`config.mk`:
```
export PLATFORM = sky130hd
export DESIGN_NAME = yarp_instr_fetch
export DESIGN_NICKNAME = d
export VERILOG_FILES = /design/src/rtl/yarp_pkg.sv /design/src/rtl/yarp_instr_fetch.sv
export SDC_FILE = /design/constraint.sdc
export NUM_CORES = 1
export LEC_CHECK = 0
export CORE_MARGIN = 2
export CORE_UTILIZATION = 40
export DETAILED_ROUTE_END_ITERATION = 12
export PLACE_DENSITY = 0.74
export SLEW_MARGIN = 30
export SYNTH_ARGS = -nofsm -noshare
export SYNTH_HDL_FRONTEND = slang
export SYNTH_SLANG_ARGS = --single-unit
```
`constraint.sdc`:
```
create_clock -name clk -period 2.6 [get_ports clk]
set_clock_uncertainty 0.05 [all_clocks]
set_input_delay 0.39 -clock clk [delete_from_list [all_inputs] [get_ports clk]]
set_output_delay 0.39 -clock clk [all_outputs]
set_load 0.1 [all_outputs]
```
`src/rtl/yarp_pkg.sv`:
```
// Shared types and constants for the YARP instruction fetch unit.
// Holds the fetch FSM state encoding and the sequential PC increment.
package yarp_pkg;

    typedef enum logic [1:0] {
        IDLE = 2'd0,
        REQ  = 2'd1,
        WAIT = 2'd2,
        HOLD = 2'd3
    } fetch_state_t;

    localparam logic [31:0] PC_INCR = 32'd4;

    // Clear the two byte-offset bits of a byte address.
    function automatic logic [31:0] align_word(input logic [31:0] addr);
        return addr & ~32'h0000_0003;
    endfunction

endpackage

```
`src/rtl/yarp_instr_fetch.sv`:
```
// YARP instruction fetch: one outstanding imem request, redirect/kill, hold.
// Optional YARP_FETCH_MISALIGN_EN: misaligned redirect halts with sticky flag.
module yarp_instr_fetch
    import yarp_pkg::*;
#(
    parameter logic [31:0] RESET_PC = 32'h0000_1000
) (
    input  logic        clk,
    input  logic        reset_n,
    output logic        imem_req_o,
    output logic [31:0] imem_addr_o,
    input  logic        imem_gnt_i,
    input  logic        imem_rvalid_i,
    input  logic [31:0] imem_rdata_i,
    input  logic        branch_taken_i,
    input  logic [31:0] branch_target_i,
    output logic        instr_valid_o,
    output logic [31:0] instr_o,
    output logic [31:0] instr_pc_o,
    input  logic        instr_ready_i,
    output logic        fetch_misaligned_o
);

    fetch_state_t state_q;
    fetch_state_t state_d;

    logic [31:0] pc_q;
    logic [31:0] pc_d;
    logic        kill_q;
    logic        kill_d;
    logic [31:0] instr_q;
    logic [31:0] instr_d;
    logic [31:0] ipc_q;
    logic [31:0] ipc_d;

    logic [31:0] target;
    logic        redirect_bad;
    logic        redirect_ok;
    logic        mis_q;

`ifdef YARP_FETCH_MISALIGN_EN
    logic mis_d;

    assign target       = branch_target_i;
    assign redirect_bad = branch_taken_i && !mis_q
                          && (branch_target_i[1:0] != 2'b00);

    // Misaligned flag is sticky until reset.
    always_comb begin
        mis_d = mis_q;
        if (redirect_bad) begin
            mis_d = 1'b1;
        end
    end

    // Sticky misaligned-target register.
    always_ff @(posedge clk or negedge reset_n) begin
        if (!reset_n) begin
            mis_q <= 1'b0;
        end else begin
            mis_q <= mis_d;
        end
    end
`else
    assign target       = align_word(branch_target_i);
    assign redirect_bad = 1'b0;
    assign mis_q        = 1'b0;
`endif

    assign redirect_ok = branch_taken_i && !redirect_bad && !mis_q;

    // FSM state register.
    always_ff @(posedge clk or negedge reset_n) begin
        if (!reset_n) begin
            state_q <= IDLE;
        end else begin
            state_q <= state_d;
        end
    end

    // FSM next-state logic; a bad redirect parks the unit in IDLE.
    always_comb begin
        state_d = state_q;
        unique case (state_q)
            IDLE: begin
                if (!mis_q && !redirect_bad) begin
                    state_d = REQ;
                end
            end
            REQ: begin
                if (redirect_bad) begin
                    state_d = IDLE;
                end else if (imem_gnt_i) begin
                    state_d = WAIT;
                end
            end
            WAIT: begin
                if (redirect_bad) begin
                    state_d = IDLE;
                end else if (imem_rvalid_i) begin
                    if (kill_q || redirect_ok) begin
                        state_d = REQ;
                    end else begin
                        state_d = HOLD;
                    end
                end
            end
            HOLD: begin
                if (redirect_bad) begin
                    state_d = IDLE;
                end else if (redirect_ok || instr_ready_i) begin
                    state_d = REQ;
                end
            end
            default: state_d = IDLE;
        endcase
    end

    // FSM outputs decoded from the current state.
    always_comb begin
        imem_req_o    = 1'b0;
        imem_addr_o   = 32'h0;
        instr_valid_o = 1'b0;
        unique case (state_q)
            REQ: begin
                imem_req_o  = 1'b1;
                imem_addr_o = pc_q;
            end
            HOLD: begin
                instr_valid_o = 1'b1;
            end
            default: begin
                imem_req_o = 1'b0;
            end
        endcase
    end

    // PC, kill flag and instruction buffer next values.
    always_comb begin
        pc_d    = pc_q;
        kill_d  = kill_q;
        instr_d = instr_q;
        ipc_d   = ipc_q;

        if (redirect_ok) begin
            pc_d = target;
        end else if (state_q == HOLD && instr_ready_i) begin
            pc_d = pc_q + PC_INCR;
        end

        unique case (state_q)
            REQ: begin
                if (redirect_ok && imem_gnt_i) begin
                    kill_d = 1'b1;
                end
            end
            WAIT: begin
                if (imem_rvalid_i) begin
                    kill_d = 1'b0;
                    if (!kill_q && !redirect_ok) begin
                        instr_d = imem_rdata_i;
                        ipc_d   = pc_q;
                    end
                end else if (redirect_ok) begin
                    kill_d = 1'b1;
                end
            end
            default: begin
                kill_d = 1'b0;
            end
        endcase

        if (redirect_bad) begin
            kill_d = 1'b0;
        end
    end

    // Datapath registers.
    always_ff @(posedge clk or negedge reset_n) begin
        if (!reset_n) begin
            pc_q    <= RESET_PC;
            kill_q  <= 1'b0;
            instr_q <= 32'h0;
            ipc_q   <= 32'h0;
        end else begin
            pc_q    <= pc_d;
            kill_q  <= kill_d;
            instr_q <= instr_d;
            ipc_q   <= ipc_d;
        end
    end

    assign instr_o            = instr_q;
    assign instr_pc_o         = ipc_q;
    assign fetch_misaligned_o = mis_q;

endmodule
```
==> results.sh <==
export IMPL_status="finished clean"
export IMPL_setup_viol=0
export IMPL_synthAdderAreaFrac=0.0112
export IMPL_timing_final_crit_share=0.923
export IMPL_syn_avg_cell_area_um2=12.2
export IMPL_synth_distinct_cells=39
export IMPL_synthMuxAreaShare=0.173
export IMPL_critical_path_buf_inv_count=2
export IMPL_port_buffer_count=161
export IMPL_antenna_found_initial=0
export IMPL_dr_total_vias=3309
export IMPL_htree_num_levels=3
export IMPL_slew_viol_final=0
export IMPL_max_cap_violations=0
export IMPL_dieWidth_um=110
export IMPL_cts_tree="built"
export IMPL_track_usage=0.180
export IMPL_worst_endpoint_required_ns=2.16
export IMPL_wirelength_mm=10.6
export IMPL_holdCritStartpoint="branch_taken_i"
export IMPL_synth_area_um2=4470
export IMPL_fmax_ghz=0.417
export IMPL_yosys_area_share_simple=0.147
export IMPL_postCtsHoldBufs=1
export IMPL_row_count=38
export IMPL_cts_buffer_depth=2
export IMPL_synthCells=368
export IMPL_antenna_left=0
export IMPL_clk_latency_ns=0.37
export IMPL_finalWeightedCongestion=0.793
export IMPL_dpl_hpwl_mm=7.78
export IMPL_fillers=893
export IMPL_rsz0062_at_grt="no"
export IMPL_die_h_um=110
export IMPL_drt_iter0_markers=91
export IMPL_synth_compound_area_frac=0.0392
export IMPL_cts_setup_buffers=0
export IMPL_ioPinCount=169
export IMPL_vias_per_cell=4.92
export IMPL_hold_violations=0
export IMPL_crit_chain="inv_1 -> ha_2 -> and2_2 -> buf_12"
export IMPL_grt_max_degree=57
export IMPL_slew_headroom=0.558
export IMPL_synth_seq_area_share=0.532
export IMPL_crit_fanout=37
export IMPL_crit_reg2reg_launch="pc_q[2]"
export IMPL_period_minus_slack_ns=2.40
export IMPL_drive_gt1_frac=0.424
export IMPL_coreArea_um2=10900
export IMPL_synthToLayoutAreaGrowth_pct=48.2
export IMPL_overflow=0
export IMPL_hold_class="in -> reg"
export IMPL_clock_sinks=95
export IMPL_cp_startpoint="state_q[1]"
export IMPL_slowest_delay_ns=0.62
export IMPL_yosysWarnings=0
export IMPL_worst_setup_path_end_kind="output port"
export IMPL_startpoint_type="flip-flop"
export IMPL_hold_slack_ns=0.440
export IMPL_root_buffer="clkbuf_8"
export IMPL_cts_made_buffers=9
export IMPL_layout_nets=602
export IMPL_synth_top_family_by_area="multiplexers"
export IMPL_grt_pass1_vias=3395
export IMPL_tns_ns=0
export IMPL_cts_resized=0
export IMPL_worst_pin_slew_ns=0.663
export IMPL_ys_seq_elements=95
export IMPL_drt_pass1_iter_count=5
export IMPL_synthXorXnorAreaFrac=0.0568
export IMPL_worstSetupPathType="reg -> out"
export IMPL_initial_utilization=0.411
export IMPL_cp_top_family="adder cells"
export IMPL_cp_slowest_cell="ha_2"
export IMPL_drc=0
export IMPL_wl_per_cell_um=15.7
export IMPL_grt_pass1_wl_mm=16.7
export IMPL_die_area_um2=12000
export IMPL_critical_path_arrival_ns=1.96
export IMPL_antenna_cells=0
export IMPL_clk_pin_slew_worst_paths_ns=0.09
-- layout make-up --
| type | count | area [um^2] | share of cell area |
|---|---|---|---|
| clock buffers | 10 | 138 | 0.0208 |
| clock inverters | 6 | 93.8 | 0.0142 |
| inverters | 4 | 15.0 | 0.00227 |
| multi-input cells | 249 | 1980 | 0.299 |
| flip-flops and latches | 95 | 2380 | 0.359 |
| well taps | 140 | 175 | 0.0264 |
| repair buffers | 169 | 1840 | 0.278 |
-- state kept, by name, summed over array words and instances, names as in the netlist --
name,cells
instr_o,32
instr_pc_o,30
kill_q,1
pc_q,30
state_q,2
-- cell families after synthesis --
family,count (synthesis)
AO/OA/AOI/OAI,33
other,1
flip-flops,95
AND/OR/NAND/NOR,109
buffers and inverters,28
multiplexers,69
XOR/XNOR,29
adder cells (fa/ha/maj),4
-- path summary, 6_finish.rpt --
check / endpoint / slack (ns) / cells past startpoint
setup / recovery: imem_addr_o[31] / 0.20 / 4
hold / removal: pc_q[20] / 0.44 / 3
setup reg to reg: pc_q[24] / 0.59 / 6
hold reg to reg: instr_o[6] / 0.45 / 1
max in group asynchronous: instr_pc_o[19] / 1.31 / 3
min in group asynchronous: instr_pc_o[16] / 0.48 / 2
-- Yosys cell counts --
cell type / number / share of area
dfrtp_1: 94 / 0.53
mux2_2: 63 / 0.16
nand2_1: 35 / 0.029
and2_1: 31 / 0.043
o21ai_0: 19 / 0.021
xor2_1: 18 / 0.035
nand4_1: 12 / 0.017
xnor2_1: 11 / 0.022
clkbuf_1: 10 / 0.0084
nand3_1: 8 / 0.0090
o21ai_1: 7 / 0.0078
buf_2: 6 / 0.0067
buf_4: 5 / 0.0084
mux2_1: 5 / 0.013
a21oi_1: 4 / 0.0045
and3_1: 4 / 0.0056
ha_1: 4 / 0.011
inv_1: 4 / 0.0034
nor2_1: 3 / 0.0025
and2_2: 2 / 0.0034
and3_2: 2 / 0.0034
and4_2: 2 / 0.0045
buf_6: 2 / 0.0050
nor4_4: 2 / 0.0095
a21o_1: 1 / 0.0017
a311oi_1: 1 / 0.0020
bufbuf_16: 1 / 0.0073
conb_1: 1 / 0.00084
dfstp_2: 1 / 0.0059
mux2i_1: 1 / 0.0022
nand3_4: 1 / 0.0039
nand4_4: 1 / 0.0048
nand4b_1: 1 / 0.0020
nor3_1: 1 / 0.0011
nor3b_1: 1 / 0.0017
nor4b_1: 1 / 0.0020
nor4b_2: 1 / 0.0034
o32ai_1: 1 / 0.0020
or2_2: 1 / 0.0014
-- stage by stage --
stage	setup slack, ns	utilization	cell area (um^2)	instances
floorplan	0.181	-	4530	372
global placement	0.299	0.587	6390	656
detailed placement	0.283	0.587	6390	656
CTS	0.130	0.609	6630	673
global route	0.0282	0.609	6630	673
finish	0.200	0.609	6630	673
-- layout by cell type, fill, tap and decap left out, drive strengths merged --
master,synthesis,final
nor3b,1,1
o21ai,26,26
mux2i,1,1
ha,4,4
nand3,9,9
nand4b,1,1
o32ai,1,1
clkdlybuf4s50,0,65
and2,33,33
bufinv,0,2
and4,2,2
nand2,35,35
buf,13,103
clkbuf,10,10
nor4,2,2
a21oi,4,4
dlygate4sd3,0,1
or2,1,1
mux2,68,68
xnor2,11,11
and3,6,6
nor2,3,3
clkinvlp,0,1
conb,1,5
nand4,13,13
xor2,18,18
nor4b,2,2
inv,4,4
dfstp,1,1
nor3,1,1
dfrtp,94,94
a311oi,1,1
clkinv,0,3
a21o,1,1
-- per-layer routing --
metal | vias up | global-route usage | part of all wire
li1 | 1574 | - | -
met1 | 1627 | 0.229 | 0.42
met2 | 95 | 0.307 | 0.51
met3 | 13 | 0.0356 | 0.056
met4 | 0 | 0.0633 | 0.014
met5 | - | 0 | 0
-- worst min-delay path, delay by kind of cell --
family / cells / cell delay [ns]
AO/OA/AOI/OAI: 1 / 0.05
AND/OR/NAND/NOR: 1 / 0.11
buffers and inverters: 1 / 0.26
Power is not shown: default switching activity piles up to over one toggle a cycle in this logic, so the estimate is an artifact.
